$ cat src/rtl/j1_io_pkg.sv
// j1_io_pkg: register map, status bit positions and FSM states shared by J1 I/O responders
package j1_io_pkg;
  localparam logic [2:0] REG_DATA   = 3'd0;
  localparam logic [2:0] REG_STATUS = 3'd1;
  localparam logic [2:0] REG_DIV    = 3'd2;
  localparam int ST_RX_AVAIL = 0;
  localparam int ST_TX_FULL  = 1;
  localparam int ST_TX_IDLE  = 2;
  localparam int ST_RX_OVF   = 3;
  localparam int ST_TX_OVF   = 4;
  localparam int ST_FERR     = 5;
  typedef enum logic [1:0] {TX_IDLE, TX_START, TX_DATA, TX_STOP} tx_state_e;
  typedef enum logic [1:0] {RX_IDLE, RX_START, RX_DATA, RX_STOP} rx_state_e;
  // Bit-period reload value; divisors 0 and 1 both give a one-clock bit
  function automatic logic [15:0] bit_reload(input logic [15:0] div);
    return (div < 16'd2) ? 16'd0 : div - 16'd1;
  endfunction
endpackage

$ cat src/rtl/io_fifo.sv
// io_fifo: 8-bit synchronous FIFO with show-ahead head; a push while full is accepted only alongside a pop
module io_fifo #(
  parameter int LOG2 = 4
) (
  input  logic       clk,
  input  logic       resetq,
  input  logic       push_i,
  input  logic [7:0] din_i,
  input  logic       pop_i,
  output logic [7:0] head_o,
  output logic       full_o,
  output logic       empty_o
);
  logic [7:0] mem_q [2**LOG2];
  logic [LOG2-1:0] wr_q, rd_q;
  logic [LOG2:0] cnt_q;
  logic do_push, do_pop;
  assign empty_o = cnt_q == '0;
  assign full_o  = cnt_q[LOG2];
  assign do_pop  = pop_i & !empty_o;
  assign do_push = push_i & (!full_o | do_pop);
  assign head_o  = mem_q[rd_q];
  // Storage needs no reset: the occupancy count hides stale entries
  always_ff @(posedge clk)
    if (do_push) mem_q[wr_q] <= din_i;
  // Pointers and occupancy
  always_ff @(posedge clk or negedge resetq)
    if (!resetq) begin
      wr_q  <= '0;
      rd_q  <= '0;
      cnt_q <= '0;
    end else begin
      if (do_push) wr_q <= wr_q + LOG2'(1);
      if (do_pop) rd_q <= rd_q + LOG2'(1);
      cnt_q <= cnt_q + (LOG2+1)'(do_push) - (LOG2+1)'(do_pop);
    end
endmodule

$ cat src/rtl/j1_uart_io.sv
// j1_uart_io: memory-mapped 8N1 UART responder on the J1 I/O bus
module j1_uart_io
  import j1_io_pkg::*;
#(
  parameter logic [15:0] BASE        = 16'h1000,
  parameter int          FIFO_LOG2   = 4,
  parameter logic [15:0] DEFAULT_DIV = 16'd417
) (
  input  logic        clk,
  input  logic        resetq,
  input  logic        io_rd,
  input  logic        io_wr,
  input  logic [15:0] mem_addr,
  input  logic [15:0] dout,
  output logic [15:0] io_din,
  input  logic        uart_rx,
  output logic        uart_tx
);
  logic sel, wr_data, wr_stat, wr_div, rx_pop, rx_s, unused_ok;
  logic [2:0] rsel;
  logic [15:0] div_q, status;
  logic tx_full, tx_empty, rx_full, rx_empty;
  logic [7:0] tx_head, rx_head;
  logic tx_free, tx_load, tx_pop, tx_push, rx_push, ferr_set;
  logic rx_ovf_q, tx_ovf_q, ferr_q;
  logic [1:0] sync_q;
  tx_state_e tx_state_q, tx_state_d;
  rx_state_e rx_state_q, rx_state_d;
  logic [15:0] tx_cnt_q, tx_cnt_d, rx_cnt_q, rx_cnt_d;
  logic [2:0] tx_bit_q, tx_bit_d, rx_bit_q, rx_bit_d;
  logic [7:0] tx_sh_q, tx_sh_d, rx_sh_q, rx_sh_d;
  logic tx_q, tx_d;
  assign unused_ok = mem_addr[0];
  assign sel       = mem_addr[15:4] == BASE[15:4];
  assign rsel      = mem_addr[3:1];
  assign wr_data   = sel & io_wr & (rsel == REG_DATA);
  assign wr_stat   = sel & io_wr & (rsel == REG_STATUS);
  assign wr_div    = sel & io_wr & (rsel == REG_DIV);
  assign rx_pop    = sel & io_rd & !io_wr & (rsel == REG_DATA);
  assign rx_s      = sync_q[1];
  assign uart_tx   = tx_q;
  // The shifter is free when idle or in the last clock of a stop bit; a write into an
  // empty FIFO at that moment bypasses it so the start bit follows the write directly
  assign tx_free = (tx_state_q == TX_IDLE) | ((tx_state_q == TX_STOP) & (tx_cnt_q == 16'd0));
  assign tx_load = tx_free & (!tx_empty | wr_data);
  assign tx_pop  = tx_free & !tx_empty;
  assign tx_push = wr_data & !(tx_free & tx_empty);
  io_fifo #(.LOG2(FIFO_LOG2)) u_tx_fifo (
    .clk(clk), .resetq(resetq), .push_i(tx_push), .din_i(dout[7:0]), .pop_i(tx_pop),
    .head_o(tx_head), .full_o(tx_full), .empty_o(tx_empty)
  );
  io_fifo #(.LOG2(FIFO_LOG2)) u_rx_fifo (
    .clk(clk), .resetq(resetq), .push_i(rx_push), .din_i(rx_sh_q), .pop_i(rx_pop),
    .head_o(rx_head), .full_o(rx_full), .empty_o(rx_empty)
  );
  // Status word and read mux; zero when the window is not selected
  always_comb begin
    status = '0;
    status[ST_RX_AVAIL] = !rx_empty;
    status[ST_TX_FULL]  = tx_full;
    status[ST_TX_IDLE]  = tx_empty & (tx_state_q == TX_IDLE);
    status[ST_RX_OVF]   = rx_ovf_q;
    status[ST_TX_OVF]   = tx_ovf_q;
    status[ST_FERR]     = ferr_q;
    io_din = !sel ? 16'h0 :
             (rsel == REG_DATA) ? {8'h0, rx_empty ? 8'h0 : rx_head} :
             (rsel == REG_STATUS) ? status :
             (rsel == REG_DIV) ? div_q : 16'h0;
  end
  // TX next state: start, 8 data bits LSB first, stop, each one bit period long
  always_comb begin
    tx_state_d = tx_state_q;
    tx_cnt_d   = tx_cnt_q - 16'd1;
    tx_bit_d   = tx_bit_q;
    tx_sh_d    = tx_sh_q;
    if (tx_load) begin
      tx_state_d = TX_START;
      tx_cnt_d   = bit_reload(div_q);
      tx_sh_d    = tx_empty ? dout[7:0] : tx_head;
    end else if (tx_state_q == TX_IDLE) begin
      tx_cnt_d = tx_cnt_q;
    end else if (tx_cnt_q == 16'd0) begin
      tx_cnt_d   = bit_reload(div_q);
      tx_bit_d   = (tx_state_q == TX_DATA) ? tx_bit_q + 3'd1 : 3'd0;
      tx_sh_d    = (tx_state_q == TX_DATA) ? tx_sh_q >> 1 : tx_sh_q;
      tx_state_d = (tx_state_q == TX_START) ? TX_DATA :
                   (tx_state_q == TX_STOP) ? TX_IDLE :
                   (tx_bit_q == 3'd7) ? TX_STOP : TX_DATA;
    end
    tx_d = (tx_state_d == TX_START) ? 1'b0 : (tx_state_d == TX_DATA) ? tx_sh_d[0] : 1'b1;
  end
  // RX next state: confirm the start bit at half a period, then sample once per period
  always_comb begin
    rx_state_d = rx_state_q;
    rx_cnt_d   = rx_cnt_q - 16'd1;
    rx_bit_d   = rx_bit_q;
    rx_sh_d    = rx_sh_q;
    rx_push    = 1'b0;
    ferr_set   = 1'b0;
    if (rx_state_q == RX_IDLE) begin
      rx_cnt_d   = div_q >> 1;
      rx_state_d = rx_s ? RX_IDLE : RX_START;
    end else if (rx_cnt_q == 16'd0) begin
      rx_cnt_d   = bit_reload(div_q);
      rx_bit_d   = (rx_state_q == RX_DATA) ? rx_bit_q + 3'd1 : 3'd0;
      rx_sh_d    = (rx_state_q == RX_DATA) ? {rx_s, rx_sh_q[7:1]} : rx_sh_q;
      rx_state_d = (rx_state_q == RX_START) ? (rx_s ? RX_IDLE : RX_DATA) :
                   (rx_state_q == RX_STOP) ? RX_IDLE :
                   (rx_bit_q == 3'd7) ? RX_STOP : RX_DATA;
      rx_push    = (rx_state_q == RX_STOP) & rx_s;
      ferr_set   = (rx_state_q == RX_STOP) & !rx_s;
    end
  end
  // Shifter state; reset drives the line idle-high at once
  always_ff @(posedge clk or negedge resetq)
    if (!resetq) begin
      tx_state_q <= TX_IDLE;
      tx_cnt_q   <= '0;
      tx_bit_q   <= '0;
      tx_sh_q    <= '0;
      tx_q       <= 1'b1;
      rx_state_q <= RX_IDLE;
      rx_cnt_q   <= '0;
      rx_bit_q   <= '0;
      rx_sh_q    <= '0;
    end else begin
      tx_state_q <= tx_state_d;
      tx_cnt_q   <= tx_cnt_d;
      tx_bit_q   <= tx_bit_d;
      tx_sh_q    <= tx_sh_d;
      tx_q       <= tx_d;
      rx_state_q <= rx_state_d;
      rx_cnt_q   <= rx_cnt_d;
      rx_bit_q   <= rx_bit_d;
      rx_sh_q    <= rx_sh_d;
    end
  // Divisor, sticky flags (a new event beats a same-cycle clear) and the rx synchroniser
  always_ff @(posedge clk or negedge resetq)
    if (!resetq) begin
      div_q    <= DEFAULT_DIV;
      rx_ovf_q <= 1'b0;
      tx_ovf_q <= 1'b0;
      ferr_q   <= 1'b0;
      sync_q   <= 2'b11;
    end else begin
      div_q    <= wr_div ? dout : div_q;
      rx_ovf_q <= (rx_push & rx_full & !rx_pop) | (rx_ovf_q & !(wr_stat & dout[ST_RX_OVF]));
      tx_ovf_q <= (tx_push & tx_full & !tx_pop) | (tx_ovf_q & !(wr_stat & dout[ST_TX_OVF]));
      ferr_q   <= ferr_set | (ferr_q & !(wr_stat & dout[ST_FERR]));
      sync_q   <= {sync_q[0], uart_rx};
    end
endmodule

$ cat config.mk
export PLATFORM = sky130hd
export DESIGN_NAME = j1_uart_io
export DESIGN_NICKNAME = d
export VERILOG_FILES = /design/src/rtl/j1_io_pkg.sv /design/src/rtl/io_fifo.sv /design/src/rtl/j1_uart_io.sv
export SDC_FILE = /design/constraint.sdc
export NUM_CORES = 1
export LEC_CHECK = 0
export BUFFER_PORTS_ARGS = -buffer_cell sky130_fd_sc_hd__buf_4
export CAP_MARGIN = 20
export CELL_PAD_IN_SITES_DETAIL_PLACEMENT = 2
export CELL_PAD_IN_SITES_GLOBAL_PLACEMENT = 2
export CORE_ASPECT_RATIO = 0.75
export CORE_MARGIN = 10
export CORE_UTILIZATION = 41
export CTS_BUF_LIST = sky130_fd_sc_hd__clkbuf_16
export DETAILED_ROUTE_END_ITERATION = 8
export GPL_TIMING_DRIVEN = 0
export PLACE_DENSITY = 0.85
export SLEW_MARGIN = 20
export SYNTH_ARGS = -nofsm -noshare
export SYNTH_HDL_FRONTEND = slang
export SYNTH_SLANG_ARGS = --single-unit
$ cat constraint.sdc
create_clock -name clk -period 3.14 [get_ports clk]
set_clock_uncertainty 0.15 [all_clocks]
set_input_delay 0.628 -clock clk [delete_from_list [all_inputs] [get_ports clk]]
set_output_delay 0.628 -clock clk [all_outputs]
set_load 0.02 [all_outputs]
# Word level (Yosys, flattened, before mapping)
# Memories as Yosys holds them, arrays and structs flattened.
# Cells that the tools add are included.
[word_totals] memories=2 mem_bits_rw=256 mem_bits_ro=0 reg_bits=106 latch_bits=0 inputBits=37
[classes] muxes=41 shifts=0 bitwise_logic=39 add_sub_neg=13 n_reduce_logical=26 eq_ne=14 n_lt_le_gt_ge=1 div=0 multipliers=0
[mem_list] memory="u_rx_fifo.mem_q" depth=16 width=8 read_ports=1 rd_ports_with_merged_regs=0 wr=1 line_no="io_fifo.sv:14" source="logic [7:0] mem_q [2**LOG2];"
[mem_list] memory="u_tx_fifo.mem_q" depth=16 width=8 read_ports=1 rd_ports_with_merged_regs=0 wr=1 line_no="io_fifo.sv:14"
[op_table] cell="16-bit two-way mux" n=10
[op_table] cell="8-bit two-way mux" n=6
[op_table] cell="16-bit by 1-bit subtractor with 16-bit output, second input constant" n=3
[op_table] cell="16-bit logical NOT" n=2
[op_table] cell="1-bit AND" n=29
[op_table] cell="2-bit two-way mux" n=10
[op_table] cell="4-bit by 1-bit adder with 4-bit output, second input constant" n=4
[op_table] cell="16-bit by 2-bit < comparator with 1-bit output, second input constant" n=1
[op_table] cell="1-bit two-way mux" n=13
[op_table] cell="12-bit by 9-bit == test with 1-bit output, second input constant" n=1
[op_table] cell="1-bit logical NOT" n=12
[op_table] cell="5-bit by 1-bit adder with 5-bit output" n=2
[op_table] cell="2-bit == test, second input constant" n=5
[op_table] cell="5-bit logical NOT" n=2
[op_table] cell="5-bit by 1-bit subtractor with 5-bit output" n=2
[op_table] cell="3-bit AND reduction" n=3
[op_table] cell="1-bit bitwise OR" n=7
[op_table] cell="3-bit by 1-bit adder with 3-bit output, second input constant" n=2
[op_table] cell="2-bit by 1-bit == test with 1-bit output, second input constant" n=3
[op_table] cell="3-bit == test, second input constant" n=2
[op_table] cell="3-bit two-way mux" n=2
[op_table] cell="2-bit nonzero test" n=3
[op_table] cell="2-bit logical NOT" n=2
[op_table] cell="3-bit by 1-bit == test with 1-bit output, second input constant" n=1
[op_table] cell="other kinds (5)" n=7

# Logic depth before layout (Yosys ltp)
[depth] word_depth=10 depth_mapped=16 depth_no_buf=14

# Hierarchy
# A second synthesis with hierarchy kept.
[unflattened] cells_unflattened=1112 area_unflattened_um2=16492.1
[by_module_without_submodules] module="io_fifo (u_tx_fifo)" cells_each=283 instances=1 area_each_um2=5754.3 seq_area_each_um2=4169.0
[by_module_without_submodules] module="io_fifo (u_rx_fifo)" cells_each=283 instances=1 area_each_um2=5750.5 seq_area_each_um2=4169.0
[by_module_without_submodules] module="j1_uart_io" cells_each=546 instances=1 area_each_um2=4987.3 seq_area_each_um2=2010.7

# Least setup slack after synthesis
# OpenSTA, ideal clock, no wires.
[synth_path] path_type="in2reg" startpoint="input port mem_addr[9]" endpoint="memory u_tx_fifo.mem_q[0][0] (enable)" path_stages=6 slack_ns=-0.295 t_arrival_ns=2.887 path_buffers=2 path_cell_list="nor4_1 -> and4_1 -> buf_2 -> o21ai_1 -> buf_2 -> nor4b_1"
[synth_between] elab_chain_cells=7
[synth_lines] element="start: declaration" line_no="j1_uart_io.sv:13" source="input logic [15:0] mem_addr,"
[synth_lines] element="12-bit by 9-bit == test with 1-bit output" line_no="j1_uart_io.sv:34" source="assign sel = mem_addr[15:4] == BASE[15:4];"
[synth_lines] element="1-bit AND (2 in series)" line_no="j1_uart_io.sv:36" source="assign wr_data = sel & io_wr & (rsel == REG_DATA);"
[synth_lines] element="1-bit AND" line_no="j1_uart_io.sv:47" source="assign tx_push = wr_data & !(tx_free & tx_empty);"
[synth_lines] element="1-bit AND" line_no="io_fifo.sv:21" source="assign do_push = push_i & (!full_o | do_pop);"
[synth_lines] element="1-bit two-way mux" line_no="io_fifo.sv:25" source="if (do_push) mem_q[wr_q] <= din_i;"
[synth_lines] element="1-bit two-way mux (not written as such)" line_no="io_fifo.sv:25"
[synth_lines] element="end: declaration" line_no="io_fifo.sv:14"
# No other way between the ends.

# Final worst setup path
[layout_path] startpoint="register u_rx_fifo.rd_q[0]" endpoint="output port io_din[7]"
[layout_between] elab_chain_cells=4
[layout_lines] element="start: declaration" line_no="io_fifo.sv:15" source="logic [LOG2-1:0] wr_q, rd_q;"
[layout_lines] element="start signal: assignment" line_no="io_fifo.sv:34" source="if (do_pop) rd_q <= rd_q + LOG2'(1);"
[layout_lines] element="memory read 16 x 8 bit"
[layout_lines] element="8-bit two-way mux" line_no="j1_uart_io.sv:66" source="(rsel == REG_DATA) ? {8'h0, rx_empty ? 8'h0 : rx_head} :"
[layout_lines] element="16-bit two-way mux" line_no="j1_uart_io.sv:66"
[layout_lines] element="16-bit two-way mux" line_no="j1_uart_io.sv:65" source="io_din = !sel ? 16'h0 :"
[layout_lines] element="end: declaration" line_no="j1_uart_io.sv:15" source="output logic [15:0] io_din,"
# No other way between the ends.

==> results summary <==
The initialized floorplan defines 63 standard-cell rows. The post-synthesis instance total came out at 1132. The via count normalized by instance count came out at 6.57. In this run the deepest clock path goes through 3 buffers.

The level count of the clock H-tree is 2. The data arrival time of the critical path is 2.84 ns. The total via count in the routed design came out at 12200.

The total CTS buffers came out at 39. The clock-pin transition on the worst setup and hold timing paths came out at 0.08 ns. The worst register-to-register path has a depth of 13. STA classifies the critical path startpoint as a register. The area of the core came out at 39700 um^2. The count of boundary I/O pins is 54. The worst hold-check slack came out at 0.0303 ns.

The post-DP HPWL is 37200 um. Dividing the detail-routed wire length by the instance count gives 35.8 um. The signed area change from the synthesized netlist to the final layout came out at 22.3%. The commonest cells after synthesis are sky130_fd_sc_hd__edfxtp_1 (256), sky130_fd_sc_hd__dfrtp_1 (99), sky130_fd_sc_hd__mux4_2 (72).

The number of port buffers came out at 52. The via count of the first global-routing pass is 12500. The wire length of the first global-routing pass is 90700 um. The netlist area before placement is 16500 um^2. The number of max-cap violations is 0. The final instance count without filler cells is 1852. The Yosys step of the flow raised 0 warnings. The reg-to-reg critical path startpoint is u_tx_fifo.cnt_q[2]$_DFF_PN0_. In the post-synthesis netlist, the biggest area contributors are sky130_fd_sc_hd__edfxtp_1 (46%), sky130_fd_sc_hd__dfrtp_1 (15%), sky130_fd_sc_hd__mux4_2 (9.8%). The checks that failed: setup timing. In this design, the critical path's most frequently occurring cell is sky130_fd_sc_hd__mux4_2. The number of endpoints with negative hold slack in the final report is 0. For this run the aggregate overflow at the end of global routing stands at 0. In the routed design, unresolved DRC markers number 0. Among all flip-flop cells after synthesis, the most frequent one is sky130_fd_sc_hd__edfxtp_1. The most frequently used cell type in the post-synthesis netlist is sky130_fd_sc_hd__edfxtp_1. The critical path goes through buf_12, clkbuf_16, mux4_2, mux4_2, inv_2, a221oi_4, buf_6. In this run, the number of DRC markers left after iteration 0 of detailed routing was 1496.

The leakage power is 7.60 nW. The area share of the largest cell type after synthesis came out at 46.5%. The number of sinks driven by the clock tree is 362.

The kind of critical path is register to primary output. The chip width came out at 252 um. In this run the power density over the cells is 663 nW/um^2. The most critical setup path has its startpoint at u_rx_fifo.rd_q[0]$_DFFE_PN0P_.

The setup slack after placement is -1.19 ns. The initial utilization of the core area, before any placement, comes to 41.7%. The net count after synthesis is 1201. The critical register-to-register path endpoint is u_tx_fifo.cnt_q[4]$_DFF_PN0_. The die outline height came out at 194 um. VDD sags by at most 0.499 mV. The biggest area contributor in the post-synthesis netlist is sky130_fd_sc_hd__edfxtp_1. The count of different cell masters after synthesis came out at 83. The ratio of final minimum period to clock period is 115%. The buffer cell driving the clock tree root is sky130_fd_sc_hd__clkbuf_16. Setup repair after global routing could not meet its margin everywhere.

The critical path's largest stage delay is 0.55 ns. The worst setup path is captured at a primary output. The count of nets left with antenna violations after detail routing came out at 0. The core occupancy in the finished layout came out at 51.0%. TritonCTS built the clock tree. The setup slack of the most critical reg-to-reg path came out at -0.31 ns. The number of max-slew violations in the final report came to 0.

The number of search-and-repair iterations in the first detailed-routing pass came out at 5. The count of flip-flops with a built-in enable after synthesis came out at 256. The maximum clock frequency came out at 277 MHz. In this run the mean area of a mapped cell was 14.6 um^2.

In this run the worst path has a maximum fanout of 7. The most critical setup path has its endpoint at io_din[7]. The share of final-layout standard cells stronger than drive strength 1 is 31.0%. The routability congestion estimate from global placement is 0.818. The register area share after synthesis came out at 62.5%.

The data required time at the worst endpoint is 2.36 ns. The largest net degree at the start of global routing came out at 64. At the pin with the least slew margin, the transition time is 1.06 ns.

The initial antenna violation count came out at 2. The number of nets in the finished design came out at 1369. The tightest min-delay check is of the input port to register type. The cell with the largest stage delay on the worst path is sky130_fd_sc_hd__mux4_2. The max-slew headroom at the worst pin is 28.4%. The time the final worst path needs with I/O delays and setup came out at 3.61 ns.

The later pin in the worst-skew pair is clocked with a latency of 0.58 ns. The die area is 48900 um^2. The final setup violation count came out at 39. Global routing used 24.9% of the available tracks across all layers. The total wire length came out at 66300 um. The number of synthesized register bits came out at 362. The flow ran to the end, but the final reports show violations. The post-layout worst setup margin is -0.473 ns.

Including well taps, the total number of placed cells is 1721. The share of async-settable or async-resettable flops after synthesis is 29.3%.
==> cell usage in the layout (no fill, tap or decap), types with 14 or more instances in the layout <==
cell type                   Yosys  final
sky130_fd_sc_hd__nor4b_4        2     21
sky130_fd_sc_hd__mux2_2        30     30
sky130_fd_sc_hd__a21oi_1       28     20
sky130_fd_sc_hd__nand2_1       59     55
sky130_fd_sc_hd__xor2_1        15     14
sky130_fd_sc_hd__xnor2_1       24     24
sky130_fd_sc_hd__nand3_1       30     29
sky130_fd_sc_hd__clkbuf_16      0     43
sky130_fd_sc_hd__nor4_1        19     15
sky130_fd_sc_hd__ha_1          30     24
sky130_fd_sc_hd__clkbuf_1      35     24
sky130_fd_sc_hd__buf_4          1    109
sky130_fd_sc_hd__mux4_2        72     72
sky130_fd_sc_hd__edfxtp_1     256    256
sky130_fd_sc_hd__dfrtp_1       99     95
sky130_fd_sc_hd__o21ai_0       52     51
sky130_fd_sc_hd__inv_1         42     49
sky130_fd_sc_hd__buf_2         15     15
sky130_fd_sc_hd__and3_1        21     20
sky130_fd_sc_hd__nor2_1        50     46
sky130_fd_sc_hd__nor3_1        25     22
==> stage by stage <==
| step | instance area, um^2 | total power [mW] | setup TNS (ns) |
|---|---|---|---|
| floorplan | 16600 | 7.19 | -17.77 |
| global route | 20200 | 13.8 | -6.80 |
| finish | 20200 | 13.4 | -5.03 |
| global placement | 17600 | 7.72 | -261.20 |
| detailed placement | 17800 | 7.99 | -171.08 |
| CTS | 19800 | 12.9 | -3.29 |
==> where the power goes <==
part           switching [mW]  internal (mW)  leakage [nW]
logic                    1.66           1.12          3.26
registers               0.513           5.45          3.68
clock network            2.15           2.53         0.653
==> registers in the layout, summed over array words and instances (netlist names), 5 cells and up <==
register,cells
u_tx_fifo.mem_q,128
u_tx_fifo.cnt_q,5
u_rx_fifo.mem_q,128
tx_cnt_q,16
u_rx_fifo.cnt_q,5
tx_sh_q,8
rx_cnt_q,16
rx_sh_q,8
div_q,16
==> logic make-up (layout without fill, tap and decap cells) <==
group	after synthesis	in the layout	synth area share [%]
xor+xnor	39	39	2.06
fa+ha+maj	33	33	2.57
compound gates	168	168	6.68
simple gates	315	315	11.1
mux	115	115	12.6
buf+inv	100	299	2.46
other cells	0	1	0
flops	362	362	62.5
==> final cells by class <==
cell class                      count  area (um^2)
Sequential cell                   362        10400
Clock inverter                     33          255
Antenna cell                        1         2.50
Timing Repair Buffer              131         1090
Tap cell                          520          651
Multi-Input combinational cell    670         6390
Fill cell                        3659        19500
Inverter                           42          158
Clock buffer                       39          976
Buffer                             54          368
==> metal layers <==
layer	global-route usage (%)	routed length, um
met1	32.6	26200
met2	40.1	31900
met3	5.36	5470
met4	9.43	2740
met5	0	11
==> repair_timing <==
| action | 4_1_cts | 5_1_grt |
|---|---|---|
| endpoints found under the hold margin | 41 | 0 |
| gates cloned | 0 | 3 |
| resized for setup | 94 | 56 |
| buffers inserted | 30 | 28 |
| pin swaps | 19 | 28 |
| setup endpoints to repair | 295 | 119 |
| hold buffers | 1 | 0 |
==> worst min path at each step <==
| stage | start | endpoint | slack, ns | depth (start not counted) |
|---|---|---|---|---|
| after floorplan | resetq | div_q[10]$_DFFE_PN0P_ | 0.18 | 0 |
| after global placement | sync_q[0]$_DFF_PN1_ | sync_q[1]$_DFF_PN1_ | 0.20 | 0 |
| after detailed placement | sync_q[0]$_DFF_PN1_ | sync_q[1]$_DFF_PN1_ | 0.20 | 0 |
| after CTS | uart_rx | sync_q[0]$_DFF_PN1_ | 0.01 | 1 |
| after global routing | uart_rx | sync_q[0]$_DFF_PN1_ | 0.02 | 1 |
| final | uart_rx | sync_q[0]$_DFF_PN1_ | 0.03 | 1 |
==> worst max-delay path: cells and delay by family (launching register included) <==
kind	cells	cell delay, ns
buffers and inverters	4	0.62
multiplexers	2	1.08
AO/OA/AOI/OAI	1	0.09
flip-flops	1	0.44
No activity file was read; power rests on OpenSTA's default activity.
